### src/rtl/cordic_rotation_iter_pkg.sv
// Shared definitions for the rotation-mode CORDIC: Q2.13 angle constants,
// FSM state encoding and the arctangent table.
package cordic_pkg;

  localparam int ANGLE_FRAC = 13;
  localparam int PI_2       = 12868;
  localparam int PI_4       = 6434;
  localparam int ATAN_DEPTH = 12;

  typedef enum logic [1:0] {IDLE, RUN, DONE} state_t;

  // round(atan(2**-i) * 2**ANGLE_FRAC); beyond the table depth the angle is negligible
  function automatic logic [15:0] atan_lookup(input int idx);
    case (idx)
      0:       atan_lookup = 16'd6434;
      1:       atan_lookup = 16'd3798;
      2:       atan_lookup = 16'd2007;
      3:       atan_lookup = 16'd1019;
      4:       atan_lookup = 16'd511;
      5:       atan_lookup = 16'd256;
      6:       atan_lookup = 16'd128;
      7:       atan_lookup = 16'd64;
      8:       atan_lookup = 16'd32;
      9:       atan_lookup = 16'd16;
      10:      atan_lookup = 16'd8;
      11:      atan_lookup = 16'd4;
      default: atan_lookup = 16'd0;
    endcase
  endfunction

endpackage

### src/rtl/cordic_rotation_iter_atan_rom.sv
// Combinational arctangent ROM: iteration index -> ATAN[i] in Q2.13.
module cordic_atan_rom
  import cordic_pkg::*;
#(
  parameter int WORD_LENGTH  = 16,
  parameter int SHIFT_LENGTH = 5
) (
  input  logic [SHIFT_LENGTH-1:0] idx,
  output logic [WORD_LENGTH-1:0]  atan
);

  always_comb atan = WORD_LENGTH'(atan_lookup(int'(idx)));

endmodule

### src/rtl/cordic_rotation_iter.sv
// Iterative rotation-mode CORDIC: one micro-rotation per clock, start/done
// handshake, outputs carry the uncompensated CORDIC gain and are saturated.
module cordic_rotation_iter
  import cordic_pkg::*;
#(
  parameter int WORD_LENGTH  = 16,
  parameter int SHIFT_LENGTH = 5,
  parameter int ITERATIONS   = 12
) (
  input  logic                   clk,
  input  logic                   rst,
  input  logic                   start,
  input  logic [WORD_LENGTH-1:0] x_in,
  input  logic [WORD_LENGTH-1:0] y_in,
  input  logic [WORD_LENGTH-1:0] z_in,
  output logic                   busy,
  output logic                   done,
  output logic [WORD_LENGTH-1:0] x_out,
  output logic [WORD_LENGTH-1:0] y_out
);

  // Two guard bits absorb the gain (~1.65) plus the sqrt(2) diagonal growth.
  localparam int XW = WORD_LENGTH + 2;

  state_t                   state;
  logic [SHIFT_LENGTH-1:0]  iter;
  logic signed [XW-1:0]     x_r, y_r, x_sh, y_sh, x_nxt, y_nxt;
  logic signed [WORD_LENGTH-1:0] z_r, z_nxt, atan_s;
  logic [WORD_LENGTH-1:0]   atan;

  cordic_atan_rom #(
    .WORD_LENGTH (WORD_LENGTH),
    .SHIFT_LENGTH(SHIFT_LENGTH)
  ) u_atan_rom (
    .idx (iter),
    .atan(atan)
  );

  always_comb begin
    x_sh   = x_r >>> iter;
    y_sh   = y_r >>> iter;
    atan_s = $signed(atan);
    if (!z_r[WORD_LENGTH-1]) begin
      x_nxt = x_r - y_sh;
      y_nxt = y_r + x_sh;
      z_nxt = z_r - atan_s;
    end else begin
      x_nxt = x_r + y_sh;
      y_nxt = y_r - x_sh;
      z_nxt = z_r + atan_s;
    end
  end

  // Clamp the guard-extended value: in range iff the top three bits agree.
  function automatic logic [WORD_LENGTH-1:0] sat(input logic signed [XW-1:0] v);
    if ((&v[XW-1:WORD_LENGTH-1]) || !(|v[XW-1:WORD_LENGTH-1]))
      sat = v[WORD_LENGTH-1:0];
    else if (v[XW-1])
      sat = {1'b1, {(WORD_LENGTH-1){1'b0}}};
    else
      sat = {1'b0, {(WORD_LENGTH-1){1'b1}}};
  endfunction

  always_ff @(posedge clk) begin
    if (rst) begin
      state <= IDLE;
      busy  <= 1'b0;
      done  <= 1'b0;
      iter  <= '0;
      x_r   <= '0;
      y_r   <= '0;
      z_r   <= '0;
      x_out <= '0;
      y_out <= '0;
    end else begin
      done <= 1'b0;
      case (state)
        IDLE: if (start) begin
          x_r   <= {{2{x_in[WORD_LENGTH-1]}}, x_in};
          y_r   <= {{2{y_in[WORD_LENGTH-1]}}, y_in};
          z_r   <= $signed(z_in);
          iter  <= '0;
          busy  <= 1'b1;
          state <= RUN;
        end
        RUN: begin
          x_r  <= x_nxt;
          y_r  <= y_nxt;
          z_r  <= z_nxt;
          iter <= iter + 1'b1;
          if (iter == SHIFT_LENGTH'(ITERATIONS - 1)) state <= DONE;
        end
        DONE: begin
          done  <= 1'b1;
          busy  <= 1'b0;
          x_out <= sat(x_r);
          y_out <= sat(y_r);
          state <= IDLE;
        end
        default: state <= IDLE;
      endcase
    end
  end

endmodule
### config.mk
export PLATFORM = sky130hd
export DESIGN_NAME = cordic_rotation_iter
export DESIGN_NICKNAME = d
export VERILOG_FILES = /design/src/rtl/cordic_rotation_iter_pkg.sv /design/src/rtl/cordic_rotation_iter_atan_rom.sv /design/src/rtl/cordic_rotation_iter.sv
export SDC_FILE = /design/constraint.sdc
export NUM_CORES = 1
export LEC_CHECK = 0
export CAP_MARGIN = 30
export CELL_PAD_IN_SITES_DETAIL_PLACEMENT = 0
export CELL_PAD_IN_SITES_GLOBAL_PLACEMENT = 1
export CORE_UTILIZATION = 26
export CTS_BUF_LIST = sky130_fd_sc_hd__clkbuf_4 sky130_fd_sc_hd__clkbuf_8 sky130_fd_sc_hd__clkbuf_16
export CTS_CLUSTER_SIZE = 25
export DETAILED_ROUTE_END_ITERATION = 6
export PLACE_DENSITY_LB_ADDON = 0.1
export SYNTH_ARGS = -nofsm -noshare
export SYNTH_HDL_FRONTEND = slang
export SYNTH_SLANG_ARGS = --single-unit
### constraint.sdc
create_clock -name clk -period 5.6 [get_ports clk]
set_input_delay 1.68 -clock clk [delete_from_list [all_inputs] [get_ports clk]]
set_output_delay 1.68 -clock clk [all_outputs]
set_load 0.01 [all_outputs]
==> reports/qor_table.md <==
| Item | This run |
| --- | --- |
| Vias per cell | 5.46 |
| Die width | 194 um |
| Sum of overflow across all layers after global routing | 0 |
| Outcome | finished, final reports clean |
| Number of buffers on the longest clock path | 2 |
| Main area contributors after synthesis | sky130_fd_sc_hd__dfxtp_1 22%, sky130_fd_sc_hd__ha_1 7.6%, sky130_fd_sc_hd__mux4_2 7.5%, sky130_fd_sc_hd__nand2_1 6.0%, sky130_fd_sc_hd__nor2_1 5.6% |
| Routed wire length | 36.7 mm |
| Layout cell share with drive strength beyond 1 | 0.107 |
| Violation count after the first detailed-route iteration | 722 |
| Final-layout fill cell count | 3864 |
| Category of the worst setup path capture point | flop |
| Clock latency reported for the late side of the worst-skew pair | 390 ps |
| Number of rows in the core area | 69 |
| Worst Path Max Fanout | 32 |
| DR pass1 iterations | 5 |
| Global-route wire length before repair | 57.2 mm |
| Number of antenna violations at the first check in global routing | 0 |
| Setup skew after layout | 12.5 ps |
| CTS tree | done |
| Worst min-delay path category | reg -> reg |
| Syn nets | 1328 |
| Gates resized, CTS repair | 0 |
| Slew headroom | 0.424 |
| Total core area | 35900 um2 |
| Tot GR Track Use | 0.197 |
| Slew Limit Fails | 0 |
| Vertical die dimension | 194 um |
| Antenna Violating Nets Remaining | 0 |
| Vias in the first global route | 9392 |
| Cts-stage hold buffer count | 0 |
| Unrepaired setup endpoints after global routing | no |
| Layout Area Growth over Synthesis | 18.7% |
| Pin count of the biggest net entering global routing | 57 |
| Post-synth EDFFs | 0 |
| Seq/Total Area, Yosys | 0.221 |
| Required time of the critical path | 5850 ps |
| Cell area after placement | 11100 um2 |
| Final HPWL DP | 28.4 mm |
| FF+latch count, synth | 106 |
| Reported leakage power | 4.34 nW |
| Area fraction of the dominant cell type after synthesis | 0.221 |
| Storage element area | 2130 um2 |
| Critical path class | reg -> reg |
| Ant diodes | 0 |
| Maximum level of the CTS H-tree | 3 |
| Count of input and output buffers | 84 |
| Final setup viols | 0 |
| Number of nets in the final layout | 1393 |
| Synthesis Warnings | 0 |
| DRC violations left | 0 |
| Highest clock rate | 191 MHz |
| Critical path launch point type | flop |
| Root Buffer | sky130_fd_sc_hd__clkbuf_16 |
| Yosys top cell by area | sky130_fd_sc_hd__dfxtp_1 |
| Post-route standard cell area excluding fillers | 11400 um2 |
| Async SR Flop Fraction | 0 |
| Average wire per cell in the routed design | 21.0 um |
| Clock edge transition at the registers on the reported setup and hold paths | 80 ps |
| Pwr per Cell Area | 430 nW/um2 |
| Arrival time of the worst setup path | 5480 ps |
| Clock Sink Count | 106 |
| Worst hold-check slack | 451 ps |
| Post-Syn Instances | 1216 |
| Postcts setup bufs | 0 |
| Final critical-path required period | 5230 ps |
| Worst supply voltage drop on vdd | 0.000174 V |
| I/O Pins | 85 |
| Synth Flop Type | sky130_fd_sc_hd__dfxtp_1 |
| Die ar. | 37700 um2 |
| Hold violation total from the final report | 0 |
| Number of CTS-inserted buffers | 9 |
| Initial core utilization | 0.267 |
| Vias after detailed routing | 9534 |
| Sum Neg Setup Slack | 0 ps |
| Synth Area per Inst | 7.89 um2 |
| Reported max-cap violation count | 0 |
| Library cells used by synthesis | 78 |
| Final Wtd Congestion | 0.901 |
| Final worst-path cycle share | 0.934 |
| Area used by multi-input combinational logic | 7020 um2 |
| Measured slew at the worst slew-check pin | 862 ps |
| Netlist Area Pre-Place | 9590 um2 |
where the power goes:
group          internal (mW)  switching [mW]
Combinational           1.36            1.78
Clock                  0.350           0.329
Sequential             0.857           0.227
final cells by class:
| cell class | instances | share of cell area |
|---|---|---|
| flip-flops and latches | 106 | 0.187 |
| clock buffers | 9 | 0.0198 |
| inverters | 28 | 0.00923 |
| well taps | 461 | 0.0507 |
| multi-input cells | 999 | 0.617 |
| clock inverters | 7 | 0.00692 |
| repair buffers | 137 | 0.110 |
cell families (layout without fill, tap and decap cells):
kind of cell | Yosys count | in the layout | synth area share
fa+ha+maj | 61 | 61 | 0.0819
simple gates | 431 | 431 | 0.202
compound gates | 362 | 362 | 0.258
xor+xnor | 76 | 76 | 0.0694
buf+inv | 111 | 181 | 0.0483
flops | 106 | 106 | 0.221
mux | 69 | 69 | 0.119
Yosys cell counts, types with 6 or more instances:
| master | instances |
|---|---|
| sky130_fd_sc_hd__nand2_1 | 153 |
| sky130_fd_sc_hd__nor2_1 | 142 |
| sky130_fd_sc_hd__dfxtp_1 | 106 |
| sky130_fd_sc_hd__a21oi_1 | 102 |
| sky130_fd_sc_hd__clkbuf_1 | 61 |
| sky130_fd_sc_hd__ha_1 | 58 |
| sky130_fd_sc_hd__xnor2_1 | 47 |
| sky130_fd_sc_hd__o21ai_0 | 40 |
| sky130_fd_sc_hd__o211ai_1 | 37 |
| sky130_fd_sc_hd__nor3_1 | 34 |
| sky130_fd_sc_hd__mux4_2 | 32 |
| sky130_fd_sc_hd__xor2_1 | 29 |
| sky130_fd_sc_hd__inv_1 | 26 |
| sky130_fd_sc_hd__a311oi_1 | 21 |
| sky130_fd_sc_hd__mux2i_1 | 20 |
| sky130_fd_sc_hd__a21o_1 | 17 |
| sky130_fd_sc_hd__a211oi_1 | 15 |
| sky130_fd_sc_hd__and3_1 | 15 |
| sky130_fd_sc_hd__nand2b_1 | 15 |
| sky130_fd_sc_hd__nand3_1 | 15 |
| sky130_fd_sc_hd__a222oi_1 | 14 |
| sky130_fd_sc_hd__a31oi_1 | 14 |
| sky130_fd_sc_hd__a22oi_1 | 13 |
| sky130_fd_sc_hd__buf_1 | 11 |
| sky130_fd_sc_hd__nor2b_1 | 11 |
| sky130_fd_sc_hd__mux2_2 | 10 |
| sky130_fd_sc_hd__a2111oi_0 | 7 |
| sky130_fd_sc_hd__and2_1 | 7 |
| sky130_fd_sc_hd__nand4_1 | 7 |
| sky130_fd_sc_hd__o21a_1 | 7 |
| sky130_fd_sc_hd__or3_1 | 7 |
| sky130_fd_sc_hd__a41oi_1 | 6 |
| sky130_fd_sc_hd__o22ai_1 | 6 |
| sky130_fd_sc_hd__o31ai_1 | 6 |
| sky130_fd_sc_hd__or2_2 | 6 |
worst paths after layout:
check,startpoint,to,slack (ps),cells after the start
worst min register to register,x_out[2],x_out[2],450,2
worst max register to register,iter[1],y_r[17],370,16
worst max-delay path,iter[1],y_r[17],370,16
worst min-delay path,x_out[2],x_out[2],450,2
cell usage in the layout, fill, tap and decap left out, types with 8 or more instances in the layout:
cell	synthesis	layout
sky130_fd_sc_hd__nand2_1	153	153
sky130_fd_sc_hd__nor2_1	142	140
sky130_fd_sc_hd__dfxtp_1	106	103
sky130_fd_sc_hd__a21oi_1	102	102
sky130_fd_sc_hd__clkdlybuf4s50_1	0	83
sky130_fd_sc_hd__ha_1	58	58
sky130_fd_sc_hd__buf_4	3	53
sky130_fd_sc_hd__xnor2_1	47	47
sky130_fd_sc_hd__o21ai_0	40	40
sky130_fd_sc_hd__o211ai_1	37	37
sky130_fd_sc_hd__nor3_1	34	34
sky130_fd_sc_hd__mux4_2	32	32
sky130_fd_sc_hd__xor2_1	29	29
sky130_fd_sc_hd__inv_1	26	26
sky130_fd_sc_hd__a311oi_1	21	21
sky130_fd_sc_hd__mux2i_1	20	20
sky130_fd_sc_hd__a21o_1	17	17
sky130_fd_sc_hd__and3_1	15	15
sky130_fd_sc_hd__nand3_1	15	15
sky130_fd_sc_hd__a211oi_1	15	15
sky130_fd_sc_hd__a222oi_1	14	14
sky130_fd_sc_hd__nand2b_1	15	14
sky130_fd_sc_hd__a31oi_1	14	14
sky130_fd_sc_hd__a22oi_1	13	13
sky130_fd_sc_hd__mux2_2	10	10
sky130_fd_sc_hd__clkbuf_16	0	9
sky130_fd_sc_hd__nor2b_1	11	8
per-layer routing:
layer	GRT usage	wire [um]
met5	0	0
met1	0.271	17600
met4	0.0650	869
met3	0.0310	1670
met2	0.313	16500
worst max-delay path, cell delays in order (launching register included):
cell and delay [ps]:
sky130_fd_sc_hd__dfxtp_2 560, sky130_fd_sc_hd__buf_4 470, sky130_fd_sc_hd__mux4_2 600, sky130_fd_sc_hd__mux2i_1 170
sky130_fd_sc_hd__o211ai_1 220, sky130_fd_sc_hd__a2111oi_0 520, sky130_fd_sc_hd__buf_4 220, sky130_fd_sc_hd__and4_1 300
sky130_fd_sc_hd__a21oi_1 140, sky130_fd_sc_hd__xor2_1 180, sky130_fd_sc_hd__ha_1 270, sky130_fd_sc_hd__or4_1 510
sky130_fd_sc_hd__a21o_1 200, sky130_fd_sc_hd__and3_1 180, sky130_fd_sc_hd__o211ai_1 290, sky130_fd_sc_hd__a21o_1 150
sky130_fd_sc_hd__o221ai_1 90
stage by stage:
stage	cells	worst slack [ps]	total power [mW]	util
finish	1747	368	4.90	0.317
global route	1747	68.8	5.32	0.317
CTS	1747	393	4.94	0.317
detailed placement	1731	410	4.22	0.309
global placement	1730	419	4.25	0.308
floorplan	1216	1030	3.30	-
(Power assumes the default switching activity.)
